## config.mk

```make
export PLATFORM = sky130hd
export DESIGN_NAME = stim_multi_ch
export DESIGN_NICKNAME = d
export VERILOG_FILES = /design/src/rtl/stim_multi_ch_pkg.sv /design/src/rtl/stim_chk_ch.sv /design/src/rtl/stim_multi_ch.sv
export SDC_FILE = /design/constraint.sdc
export NUM_CORES = 1
export LEC_CHECK = 0
export BUFFER_PORTS_ARGS = -buffer_cell sky130_fd_sc_hd__buf_4
export CAP_MARGIN = 40
export CORE_MARGIN = 2
export CORE_UTILIZATION = 59
export CTS_BUF_LIST = sky130_fd_sc_hd__clkbuf_4 sky130_fd_sc_hd__clkbuf_8
export DETAILED_ROUTE_END_ITERATION = 10
export PLACE_DENSITY_LB_ADDON = 0.2
export SLEW_MARGIN = 15
export SYNTH_ARGS = -nofsm -noshare
export SYNTH_HDL_FRONTEND = slang
export SYNTH_SLANG_ARGS = --single-unit
```

## constraint.sdc

```tcl
create_clock -name CLK -period 3.6 [get_ports CLK]
set_clock_uncertainty 0.15 [all_clocks]
set_input_delay 0.18 -clock CLK [delete_from_list [all_inputs] [get_ports CLK]]
set_output_delay 0.18 -clock CLK [all_outputs]
set_load 0.05 [all_outputs]
```

## src/rtl/stim_multi_ch_pkg.sv

```systemverilog
// Shared definitions for the multi-channel stimulus/check block.
// Holds the mode encodings, FSM states and PRBS7 constants.
package stim_multi_ch_pkg;

    localparam int unsigned MODE_W = 3;
    localparam int unsigned PRBS_W = 7;

    localparam logic [MODE_W-1:0] MODE_OFF  = 3'd0;
    localparam logic [MODE_W-1:0] MODE_C0   = 3'd1;
    localparam logic [MODE_W-1:0] MODE_C1   = 3'd2;
    localparam logic [MODE_W-1:0] MODE_SEQ  = 3'd3;
    localparam logic [MODE_W-1:0] MODE_PRBS = 3'd4;

    typedef enum logic [1:0] {
        ST_IDLE = 2'd0,
        ST_ARM  = 2'd1,
        ST_RUN  = 2'd2
    } state_e;

    // x^7 + x^6 + 1: feedback from bits 6 and 5
    localparam logic [PRBS_W-1:0] PRBS_TAPS      = 7'h60;
    localparam logic [PRBS_W-1:0] PRBS_SEED_BASE = 7'h7F;

    function automatic logic [PRBS_W-1:0] prbs_seed(input int unsigned ch);
        return PRBS_SEED_BASE ^ PRBS_W'(ch);
    endfunction

    function automatic logic [PRBS_W-1:0] prbs_next(input logic [PRBS_W-1:0] s);
        return {s[PRBS_W-2:0], ^(s & PRBS_TAPS)};
    endfunction

    function automatic logic is_chk_mode(input logic [MODE_W-1:0] m);
        return (m == MODE_SEQ) || (m == MODE_PRBS);
    endfunction

endpackage

```

## src/rtl/stim_chk_ch.sv

```systemverilog
// One channel: PRBS7 generator, delayed expected-value tap and
// saturating mismatch counter.
module stim_chk_ch
    import stim_multi_ch_pkg::*;
#(
    parameter int unsigned CH    = 0,
    parameter int unsigned CNT_W = 32,
    parameter int unsigned LAT   = 2
) (
    input  logic             clk_i,
    input  logic             rst_ni,
    input  logic             clr_i,
    input  logic             load_i,
    input  logic             shift_i,
    input  logic             dout_i,
    input  logic             din_i,
    input  logic             chk_en_i,
    output logic             prbs_msb_o,
    output logic [CNT_W-1:0] err_cnt_o
);

    logic [PRBS_W-1:0] prbs_q;
    logic [LAT-1:0]    dly_q;
    logic [CNT_W-1:0]  err_q;
    logic              exp_c;

    assign exp_c      = dly_q[LAT-1];
    assign prbs_msb_o = prbs_q[PRBS_W-1];
    assign err_cnt_o  = err_q;

    always_ff @(posedge clk_i or negedge rst_ni) begin
        if (!rst_ni) begin
            prbs_q <= prbs_seed(CH);
            err_q  <= '0;
        end else begin
            if (load_i) begin
                prbs_q <= prbs_seed(CH);
            end else if (shift_i) begin
                prbs_q <= prbs_next(prbs_q);
            end
            if (clr_i) begin
                err_q <= '0;
            end else if (chk_en_i && (din_i != exp_c) && (err_q != '1)) begin
                err_q <= err_q + CNT_W'(1);
            end
        end
    end

    // Expected value: the driven bit as it looked LAT cycles ago
    if (LAT > 1) begin : g_dly_n
        always_ff @(posedge clk_i or negedge rst_ni) begin
            if (!rst_ni) begin
                dly_q <= '0;
            end else begin
                dly_q <= {dly_q[LAT-2:0], dout_i};
            end
        end
    end else begin : g_dly_1
        always_ff @(posedge clk_i or negedge rst_ni) begin
            if (!rst_ni) begin
                dly_q <= '0;
            end else begin
                dly_q <= dout_i;
            end
        end
    end

endmodule

```

## src/rtl/stim_multi_ch.sv

```systemverilog
// Multi-channel pattern driver with loopback checker: drives constant,
// table or PRBS7 patterns and counts mismatches on the returned data.
module stim_multi_ch
    import stim_multi_ch_pkg::*;
#(
    parameter  int unsigned N_CH    = 4,
    parameter  int unsigned SEQ_LEN = 8,
    parameter  int unsigned CNT_W   = 32,
    parameter  int unsigned LAT     = 2,
    localparam int unsigned AW      = $clog2(SEQ_LEN)
) (
    input  logic                  CLK,
    input  logic                  RSTX,
    input  logic                  CLR,
    input  logic [2:0]            MODE,
    input  logic                  START,
    input  logic                  STOP,
    input  logic                  PTN_WE,
    input  logic [AW-1:0]         PTN_ADDR,
    input  logic [N_CH-1:0]       PTN_WDATA,
    input  logic [N_CH-1:0]       DIN,
    output logic [N_CH-1:0]       DOUT,
    output logic [N_CH-1:0]       DOE,
    output logic                  BUSY,
    output logic [CNT_W-1:0]      RECV_CNT,
    output logic [N_CH*CNT_W-1:0] ERR_CNT
);

    localparam int unsigned RC_W = 5;

    state_e              state_q, state_d;
    logic [MODE_W-1:0]   mode_q, mode_d;
    logic [AW-1:0]       addr_q, addr_d;
    logic [RC_W-1:0]     run_cnt_q, run_cnt_d;
    logic [N_CH-1:0]     dout_q, dout_d;
    logic [N_CH-1:0]     doe_q, doe_d;
    logic                busy_q;
    logic [CNT_W-1:0]    recv_q, recv_d;
    logic [N_CH-1:0]     tbl_q [SEQ_LEN];
    logic [N_CH-1:0]     prbs_msb;
    logic                chk_en_c;
    logic                prbs_load_c;
    logic                prbs_shift_c;
    logic                chk_window_c;

    assign DOUT     = dout_q;
    assign DOE      = doe_q;
    assign BUSY     = busy_q;
    assign RECV_CNT = recv_q;

    // Checker opens once LAT RUN cycles have filled the delay line
    assign chk_window_c = run_cnt_q >= RC_W'(LAT);

    always_ff @(posedge CLK or negedge RSTX) begin
        if (!RSTX) begin
            state_q   <= ST_IDLE;
            mode_q    <= MODE_OFF;
            addr_q    <= '0;
            run_cnt_q <= '0;
            dout_q    <= '0;
            doe_q     <= '0;
            busy_q    <= 1'b0;
            recv_q    <= '0;
        end else begin
            state_q   <= state_d;
            mode_q    <= mode_d;
            addr_q    <= addr_d;
            run_cnt_q <= run_cnt_d;
            dout_q    <= dout_d;
            doe_q     <= doe_d;
            busy_q    <= (state_d != ST_IDLE);
            recv_q    <= recv_d;
        end
    end

    always_comb begin
        state_d      = state_q;
        mode_d       = mode_q;
        addr_d       = addr_q;
        run_cnt_d    = run_cnt_q;
        dout_d       = '0;
        doe_d        = '0;
        recv_d       = recv_q;
        chk_en_c     = 1'b0;
        prbs_load_c  = 1'b0;
        prbs_shift_c = 1'b0;

        case (state_q)
            ST_IDLE: begin
                if (START && !STOP) begin
                    state_d = ST_ARM;
                    mode_d  = MODE;
                end
            end
            ST_ARM: begin
                state_d     = ST_RUN;
                addr_d      = '0;
                run_cnt_d   = '0;
                prbs_load_c = 1'b1;
            end
            ST_RUN: begin
                addr_d       = addr_q + AW'(1);
                prbs_shift_c = 1'b1;
                if (!chk_window_c) begin
                    run_cnt_d = run_cnt_q + RC_W'(1);
                end
                case (mode_q)
                    MODE_C0:   doe_d = '1;
                    MODE_C1: begin
                        doe_d  = '1;
                        dout_d = '1;
                    end
                    MODE_SEQ: begin
                        doe_d  = '1;
                        dout_d = tbl_q[addr_q];
                    end
                    MODE_PRBS: begin
                        doe_d  = '1;
                        dout_d = prbs_msb;
                    end
                    default: ;
                endcase
                chk_en_c = chk_window_c && is_chk_mode(mode_q);
                if (chk_en_c && (recv_q != '1)) begin
                    recv_d = recv_q + CNT_W'(1);
                end
                if (STOP) begin
                    state_d = ST_IDLE;
                end
            end
            default: state_d = ST_IDLE;
        endcase

        if (CLR) begin
            state_d  = ST_IDLE;
            recv_d   = '0;
            dout_d   = '0;
            doe_d    = '0;
            chk_en_c = 1'b0;
        end
    end

    // Pattern table is deliberately outside reset so contents survive it
    always_ff @(posedge CLK) begin
        if (PTN_WE && (state_q == ST_IDLE)) begin
            tbl_q[PTN_ADDR] <= PTN_WDATA;
        end
    end

    for (genvar k = 0; k < N_CH; k++) begin : g_ch
        stim_chk_ch #(
            .CH    (k),
            .CNT_W (CNT_W),
            .LAT   (LAT)
        ) u_ch (
            .clk_i      (CLK),
            .rst_ni     (RSTX),
            .clr_i      (CLR),
            .load_i     (prbs_load_c),
            .shift_i    (prbs_shift_c),
            .dout_i     (dout_q[k]),
            .din_i      (DIN[k]),
            .chk_en_i   (chk_en_c),
            .prbs_msb_o (prbs_msb[k]),
            .err_cnt_o  (ERR_CNT[k*CNT_W +: CNT_W])
        );
    end

endmodule

```

Word-level counts from Yosys, hierarchy flattened
Memory sizes are Yosys's and may differ from the RTL's.
Index checks and enable logic that the tools add are counted.
{ "classes": {"n_lt_le_gt_ge": 1, "add_sub_neg": 7, "n_reduce_logical": 32, "n_mux": 38, "n_eq_ne": 16} }
{ "ops": {"columns": ["operator", "count"], "rows": [
  ["two-way mux 32 bit", 11],
  ["adder 32 x 1 -> 32 bit, second input constant", 5],
  ["inequality test 32 bit, second input constant", 5],
  ["two-way mux 7 bit", 8],
  ["XOR reduction 7 bit", 4],
  ["two-way mux 4 bit", 5],
  ["nonzero test 2 bit", 9],
  ["logical AND 1 bit", 12],
  ["case mux 4 bit (3 select lines)", 1],
  ["case mux 5 bit (2 select lines)", 1],
  ["equality test 3 x 2 -> 1 bit, second input constant", 2],
  ["two-way mux 1 bit", 6],
  ["two-way mux 2 bit", 3],
  ["case mux 2 bit (3 select lines)", 1],
  ["case mux 3 bit (2 select lines)", 1],
  ["AND reduction 2 bit", 3],
  ["adder 5 x 1 -> 5 bit, second input constant", 1],
  ["greater-or-equal comparator 5 x 2 -> 1 bit, second input constant", 1],
  ["two-way mux 5 bit", 1],
  ["inequality test 1 bit", 4],
  ["OR reduction 4 bit", 1],
  ["adder 3 x 1 -> 3 bit, second input constant", 1],
  ["equality test 3 x 1 -> 1 bit, second input constant", 1],
  ["equality test 3 bit, second input constant", 1],
  ["other kinds (6)", 6]
]} }
{ "totals": {"input_bits": 20, "output_inout_bits": 169, "n_memories": 1, "register_bits": 218, "mem_bits_rw": 32} }
{ "mem_list": {"columns": ["memory", "depth", "word_bits", "rd", "rd_ports_with_merged_regs", "write_ports", "line_no", "rtl"], "rows": [
  ["tbl_q", 8, 4, 1, 0, 1, "stim_multi_ch.sv:39", "logic [N_CH-1:0] tbl_q [SEQ_LEN];"]
]} }

Logic depth before layout (Yosys ltp)
Gate-level depths: netlist of run 1.
{ "depth": {"word_depth": 9, "ltp_mapped": 11, "mapped_depth_nobuf": 8} }

By module
From an unflattened synthesis of run 1, not the netlist that was laid out.
{ "unflattened": {"hier_cells": 1288, "hier_area_um2": 13111.3} }
{ "by_module_without_submodules": {"columns": ["module", "cells_per_inst", "area_per_inst_um2", "instances"], "rows": [
  ["stim_multi_ch", 357, 4097.7, 1],
  ["stim_chk_ch (g_ch[1].u_ch)", 232, 2285.9, 1],
  ["stim_chk_ch (g_ch[3].u_ch)", 232, 2283.4, 1],
  ["stim_chk_ch (g_ch[0].u_ch)", 236, 2244.7, 1],
  ["stim_chk_ch (g_ch[2].u_ch)", 231, 2199.6, 1]
]} }

Least setup slack after synthesis of run 1
Ideal clock, no wire load.
{ "synth_path": {"path_kind": "reg-to-reg", "start": "reg g_ch[0].u_ch.err_q[20]", "end": "reg g_ch[0].u_ch.err_q[1]", "path_stages_with_launch": 9, "path_buffers": 2, "arrival_ps": 2409, "setup_ps": 132, "slack_ps": 909, "required_ps": 3318, "period_less_slack_ps": 2691, "cell_sequence": "dfrtp_1 > nand4_1 > or4_1 > clkbuf_1 > nor4b_4 > buf_2 > nor2_1 > mux2i_1 > nor2_1"} }
{ "synth_between": {"elab_chain_len": 3} }
{ "synth_lines": {"columns": ["item", "line_no", "rtl"], "rows": [
  ["from (decl)", "stim_chk_ch.sv:24", "logic [CNT_W-1:0] err_q;"],
  ["from (signal assigned)", "stim_chk_ch.sv:44", "err_q <= err_q + CNT_W'(1);"],
  ["inequality test 32 bit", "stim_chk_ch.sv:43", "end else if (chk_en_i && (din_i != exp_c) && (err_q != '1)) begin"],
  ["logical AND 1 bit", "stim_chk_ch.sv:43", null],
  ["nonzero test 2 bit (no source line)", null, null]
]} }
Every way passes these cells.
A chain may end at the register's enable or synchronous reset.

Final worst setup path of run 1
{ "layout_path": {"start": "reg state_q[0]", "end": "reg g_ch[0].u_ch.err_q[30]"} }
{ "layout_between": {"elab_chain_len": 6} }
{ "layout_lines": {"columns": ["item", "line_no", "rtl"], "rows": [
  ["from (decl)", "stim_multi_ch.sv:31", "state_e state_q, state_d;"],
  ["from (signal assigned)", "stim_multi_ch.sv:65", "state_q <= state_d;"],
  ["equality test 2 bit", "stim_multi_ch.sv:88", "case (state_q)"],
  ["two-way mux 1 bit", "stim_multi_ch.sv:88", null],
  ["two-way mux 1 bit", "stim_multi_ch.sv:134", "if (CLR) begin"],
  ["logical AND 1 bit (2 in a row)", "stim_chk_ch.sv:43", null],
  ["nonzero test 2 bit (no source line)", null, null]
]} }
Every way passes these cells.

==> results.sh, run 1 <==
export IMPL_tightestPinTransition_ps=840
export IMPL_m1WireLength_um=12200
export IMPL_io_pins=189
export IMPL_grt_use_total=0.257
export IMPL_async_flop_share=0.870
export IMPL_fin_crit_sh=0.841
export IMPL_die_h_um=148
export IMPL_start_kind="flop"
export IMPL_die_area_mm2=0.0218
export IMPL_cts_tree="built"
export IMPL_crit_family="simple AND/OR/NAND/NOR gates"
export IMPL_setup_viol=0
export IMPL_worst_path_buf_inv=2
export IMPL_grt_max_degree=96
export IMPL_globalplace_congestion=0.870
export IMPL_vdd_drop_max_mv=0.545
export IMPL_synth_cell_types=55
export IMPL_status="finished, final reports clean"
export IMPL_p_clk_frac=0.430
export IMPL_arrival_ps=3270
export IMPL_final_common_cell="nor2_1"
export IMPL_layout_drive_gt1_share=0.230
export IMPL_diodes=0
export IMPL_min_from="START"
export IMPL_layout_common_cells="nor2_1 (233), buf_4 (201), dfrtp_1 (191)"
export IMPL_worstSetupPathType="reg -> reg"
export IMPL_critPathCaptureType="flop"
export IMPL_critical_path_slowest_cell="or4b_1"
export IMPL_ys_seq_elements=247
export IMPL_reg2reg_depth=9
export IMPL_ant_nets=0
export IMPL_combPwrFrac=0.085
export IMPL_synth_edf_count=32
export IMPL_root_buffer="clkbuf_8"
export IMPL_grt_pass1_vias=9491
export IMPL_die_x_um=148
export IMPL_syn2layout_area_growth_pct=22.7
export IMPL_drc_errors=0
export IMPL_max_slew_margin_rel=0.440
export IMPL_slew_violations=0
export IMPL_fin_cells=1751
export IMPL_h_tree_depth=2
export IMPL_layout_nets=1479
export IMPL_cts_sinks=247
export IMPL_hold_depth=3
export IMPL_hold_ws_ps=34.7
export IMPL_numCtsBuffers=42
export IMPL_synth_area_leaders="dfrtp_1 (39%), edfxtp_1 (7.9%), nor2_1 (7.2%)"
export IMPL_syn_inst=1239
export IMPL_wl_per_cell_um=16.2
export IMPL_timing_fmax_mhz=330
export IMPL_r2r_end="g_ch[0].u_ch.err_cnt_o[30]"
export IMPL_synth_top_cell_area_share=0.392
export IMPL_overflow=0
export IMPL_yosysWarningCount=0
export IMPL_cts_clk_slew_worst_paths_ps=60
export IMPL_wl_met2_um=14000
export IMPL_cts_resized=0
export IMPL_ys_flop_type="dfrtp_1"
export IMPL_rsz0062_at_grt="no"
export IMPL_sw_frac_of_total=0.238
export IMPL_power_density_mw_per_mm2=442
export IMPL_critPathMaxStageDelay_ps=750
export IMPL_vias_per_cell=5.66
export IMPL_required_ps=3840
export IMPL_first_iter_violations=581
export IMPL_synth_seq_area_share=0.522
export IMPL_seq_power_share=0.486
export IMPL_rows=52
export IMPL_dp_cells=1659
export IMPL_dr_total_vias=9912
export IMPL_maxCapViolations=0
export IMPL_crit_chain="inv_1, ha_1, nor2b_1, buf_4, o221ai_2, or4b_1, nor4_1, xnor2_1, nor2_1"
export IMPL_initial_core_util=0.603
export IMPL_clk_latency_ps=530
export IMPL_maxUsedRoutingLayer="met4"
export IMPL_holdPathEnd="mode_q[2]"
export IMPL_leakage_nw=6.26
export IMPL_cts_max_path_buffers=3
export IMPL_synth_top_cell_by_area="dfrtp_1"
export IMPL_hpwlAfterDp_um=19200
export IMPL_path_max_fanout=10
export IMPL_hold_class="in -> reg"
export IMPL_core_area_mm2=0.0202
export IMPL_firstDrtPassIters=5
export IMPL_grt_pass1_wl_um=46600
export IMPL_fin_setup_tns_ps=0
export IMPL_p_switching_mw=1.58
export IMPL_wl_met3_um=1660
export IMPL_antenna_found_initial=0
export IMPL_internal_power_mw=5.03
export IMPL_cts_setup_buffers=0
export IMPL_drt_total_wl_um=28300
export IMPL_portBuffers=188
export IMPL_dp_worst_setup_slack_ps=608
export IMPL_synthesis_area_mm2=0.0122
export IMPL_period_minus_slack_ps=3030
export IMPL_finalPower_mw=6.61
export IMPL_hold_viol=0
export IMPL_r2r_start="state_q[0]"
export IMPL_r2r_slack_ps=570
export IMPL_synth_nets=1271
export IMPL_setup_slack_ps=571
export IMPL_synth_area_per_cell_um2=9.85
==> cells by family after synthesis <==
| kind of cell | count (synthesis) | synth area share |
|---|---|---|
| DFF | 247 | 0.522 |
| buffers and inverters | 79 | 0.0278 |
| and+or+nand+nor | 648 | 0.268 |
| AOI/OAI and AO/OA | 96 | 0.0463 |
| adders and majority gates | 12 | 0.0123 |
| muxes | 19 | 0.0245 |
| xor gates and xnor gates | 138 | 0.0991 |
==> through the flow <==
step | utilization | instance area [µm²]
finish | 0.740 | 15000
global route | 0.740 | 15000
CTS | 0.740 | 15000
detailed placement | 0.684 | 13800
global placement | 0.684 | 13800
floorplan | - | 12200
==> synthesized netlist by cell type, drive strengths merged (5+ instances only) <==
master	number
o21ai	22
or2	8
mux2	7
dfrtp	191
and2	6
and3	18
nand4b	5
nor2b	8
ha	12
nand4	51
nor2	233
clkbuf	34
mux4	8
and4	9
nor3b	8
nor3	52
nor4b	17
inv	26
or4	7
dfstp	24
a21oi	50
nand3	82
xnor2	79
xor2	59
edfxtp	32
a311oi	5
nand2b	5
buf	19
nand2	80
or3	16
nor4	34
==> cell type report <==
class                   instances  area, µm²
fillers                      1489       5260
multi-input cells             913       5490
inverters                      26       97.6
well taps                     270        338
clock inverters                 9       95.1
flip-flops and latches        247       6370
repair buffers                217       1680
clock buffers                  69        893
==> power groups by stage <==
stage          combinational [mW]  sequential (mW)  clock (mW)
3_5_place_dp                0.547             3.26           0
4_1_cts                     0.565             3.21        2.90
6_report                    0.559             3.21        2.84
3_3_place_gp                0.533             3.25           0
2_1_floorplan               0.412             3.22           0
5_1_grt                     0.636             3.24        3.04
==> flip-flops by register name, indices dropped and copies added, names as in the netlist <==
| name | cells |
|---|---|
| g_ch.u_ch.err_cnt_o | 128 |
| RECV_CNT | 32 |
| tbl_q | 32 |
| g_ch.u_ch.prbs_q | 28 |
| g_ch.u_ch.dly_q | 8 |
| run_cnt_q | 5 |
| DOUT | 4 |
| addr_q | 3 |
| mode_q | 3 |
| state_q | 2 |
| BUSY | 1 |
| DOE | 1 |
==> worst min-delay path: cells and delay by family <==
kind	cells	cell delay [ps]
buf+inv	1	120
mux	1	180
simple gates	1	180
==> worst max path at each step <==
stage / from / to / slack, ps / depth (start not counted)
5_1_grt: state_q[0] / g_ch[0].u_ch.err_cnt_o[30] / 320 / 9
6_report: state_q[0] / g_ch[0].u_ch.err_cnt_o[30] / 570 / 9
2_1_floorplan: g_ch[0].u_ch.err_cnt_o[20] / g_ch[0].u_ch.err_cnt_o[1] / 910 / 8
3_5_place_dp: state_q[0] / g_ch[0].u_ch.err_cnt_o[28] / 610 / 9
3_3_place_gp: state_q[0] / g_ch[0].u_ch.err_cnt_o[28] / 680 / 9
4_1_cts: state_q[0] / g_ch[0].u_ch.err_cnt_o[30] / 590 / 9
==> repair_timing <==
action | CTS | global route
hold endpoints to repair | 199 | 0
endpoints found under the setup margin | 0 | 0
hold buffers | 14 | 0
==> per-layer routing <==
metal / GRT usage / vias to the layer above
li1: - / 4773
met1: 0.355 / 4815
met2: 0.426 / 280
met3: 0.0410 / 44
met4: 0.0700 / 0
met5: 0 / -
Note: power is estimated with default switching activity, not from simulation.
==> run 2, diff against run 1 <==
==> constraint.sdc (replaced) <==
create_clock -name CLK -period 3.1 [get_ports CLK]
set_clock_uncertainty 0.15 [all_clocks]
set_input_delay 0.155 -clock CLK [delete_from_list [all_inputs] [get_ports CLK]]
set_output_delay 0.155 -clock CLK [all_outputs]
set_load 0.05 [all_outputs]
==> results.sh, run 2 (same netlist as run 1, synthesis figures left out) <==
export IMPL_grt_pass1_vias=9669
export IMPL_die_h_um=148
export IMPL_root_buffer="clkbuf_8"
export IMPL_rsz0062_at_grt="no"
export IMPL_crit_chain="inv_1, ha_1, nand2b_1, nor4b_1, nand4_2, nor4_1, xnor2_1, nor2_1"
export IMPL_timing_fmax_mhz=353
export IMPL_core_area_mm2=0.0202
export IMPL_cts_clk_slew_worst_paths_ps=60
export IMPL_setup_viol=0
export IMPL_postPlaceCellArea_mm2=0.0139
export IMPL_worst_path_buf_inv=1
export IMPL_holdPathEnd="mode_q[0]"
export IMPL_globalplace_congestion=0.863
export IMPL_start_kind="flop"
export IMPL_initial_core_util=0.603
export IMPL_min_from="START"
export IMPL_crit_family="simple AND/OR/NAND/NOR gates"
export IMPL_cts_tree="built"
export IMPL_die_x_um=148
export IMPL_status="finished, final reports clean"
export IMPL_dr_total_vias=10000
export IMPL_fill_cells=1501
export IMPL_layout_drive_gt1_share=0.232
export IMPL_die_area_mm2=0.0218
export IMPL_h_tree_depth=2
export IMPL_final_common_cell="nor2_1"
export IMPL_io_pins=189
export IMPL_hold_class="in -> reg"
export IMPL_cts_max_path_buffers=3
export IMPL_syn2layout_area_growth_pct=22.8
export IMPL_grt_pass1_wl_um=47500
export IMPL_path_max_fanout=9
export IMPL_vdd_drop_max_mv=0.404
export IMPL_fin_setup_tns_ps=0
export IMPL_hold_viol=0
export IMPL_worstSetupPathType="reg -> reg"
export IMPL_first_iter_violations=608
export IMPL_layout_common_cells="nor2_1 (233), buf_4 (208), dfrtp_1 (191)"
export IMPL_critical_path_slowest_cell="nor4b_1"
export IMPL_vias_per_cell=5.71
export IMPL_cts_sinks=247
export IMPL_maxCapViolations=0
export IMPL_clk_latency_ps=540
export IMPL_arrival_ps=3060
export IMPL_r2r_start="state_q[0]"
export IMPL_overflow=0
export IMPL_finish_utilization=0.740
export IMPL_firstDrtPassIters=5
export IMPL_layout_nets=1489
export IMPL_tightestPinTransition_ps=813
export IMPL_reg2reg_depth=8
export IMPL_largest_reg_flops=128
export IMPL_max_slew_margin_rel=0.458
export IMPL_grt_max_degree=91
export IMPL_required_ps=3330
export IMPL_critPathCaptureType="flop"
export IMPL_power_density_mw_per_mm2=502
export IMPL_hold_depth=3
export IMPL_grt_use_total=0.263
export IMPL_numCtsBuffers=42
export IMPL_cts_setup_buffers=0
export IMPL_r2r_end="g_ch[0].u_ch.err_cnt_o[25]"
export IMPL_final_area_mm2=0.0150
export IMPL_drt_total_wl_um=28800
export IMPL_rows=52
export IMPL_antenna_found_initial=1
export IMPL_period_minus_slack_ps=2840
export IMPL_fin_crit_sh=0.915
export IMPL_critPathMaxStageDelay_ps=610
export IMPL_wl_per_cell_um=16.4
export IMPL_leakage_nw=6.27
export IMPL_slew_violations=0
export IMPL_hpwlAfterDp_um=19800
export IMPL_r2r_slack_ps=260
export IMPL_portBuffers=188
export IMPL_ant_nets=0
export IMPL_drc_errors=0
[run 2: cell types whose count changed in the layout (fill, tap and decap cells not counted), sizes merged, moves of 2 or more]
cell | before | now
clkinv | 7 | 3
clkbuf | 69 | 71
dlygate4sd3 | 14 | 16
buf | 203 | 211
[run 2: worst max-delay path by stage]
| stage | startpoint | endpoint | slack (ps) | cells past startpoint |
|---|---|---|---|---|
| 5_1_grt | state_q[0] | g_ch[0].u_ch.err_cnt_o[25] | 40 | 8 |
| 4_1_cts | state_q[0] | g_ch[0].u_ch.err_cnt_o[25] | 240 | 8 |
| 3_3_place_gp | state_q[0] | g_ch[3].u_ch.err_cnt_o[25] | 290 | 8 |
| 6_report | state_q[0] | g_ch[0].u_ch.err_cnt_o[25] | 260 | 8 |
| 3_5_place_dp | state_q[0] | g_ch[0].u_ch.err_cnt_o[25] | 270 | 8 |
| 2_1_floorplan | g_ch[0].u_ch.err_cnt_o[20] | g_ch[0].u_ch.err_cnt_o[1] | 410 | 8 |
[run 2: area by class of cell]
| cell class | instances | area (µm²) | area share |
|---|---|---|---|
| flip-flops and latches | 247 | 6370 | 0.425 |
| inverters | 26 | 97.6 | 0.00652 |
| clock buffers | 71 | 865 | 0.0577 |
| well taps | 270 | 338 | 0.0226 |
| clock inverters | 5 | 52.6 | 0.00351 |
| diodes | 1 | 2.50 | 0.000167 |
| multi-input cells | 913 | 5490 | 0.367 |
| repair buffers | 227 | 1760 | 0.118 |
[run 2: worst min-delay path: stages]
cell,delay (ps)
buf_4,120
nand3b_1,200
mux2_2,190
[run 2: power by group]
part	leakage [nW]	total (mW)	internal (mW)	switching [mW]
Combinational	2.58	0.664	0.287	0.377
Clock	0.490	3.12	1.83	1.28
Sequential	3.20	3.73	3.58	0.154
Total	6.27	7.51	5.70	1.81
[run 2: timing repair]
item	CTS	global route
hold endpoints to repair	187	0
resized for setup	0	0
hold buffers	16	0
[run 2: metrics by stage]
stage | setup WS [ps] | std cells | hold slack [ps] | total power [mW]
final | 264 | 1760 | 24.9 | 7.51
after global routing | 36.0 | 1760 | 9.30 | 7.85
after CTS | 240 | 1759 | 0.346 | 7.59
after detailed placement | 273 | 1667 | 54.1 | 4.44
after global placement | 295 | 1666 | 47.8 | 4.41
after floorplan | 409 | 1239 | -291 | 4.22
[run 2: metal layers]
layer / vias to the layer above / global-route usage / share of wire
met1: 4879 / 0.364 / 0.43
met5: - / 0 / 0
li1: 4783 / - / -
met2: 332 / 0.432 / 0.49
met3: 55 / 0.0392 / 0.059
met4: 0 / 0.0890 / 0.024
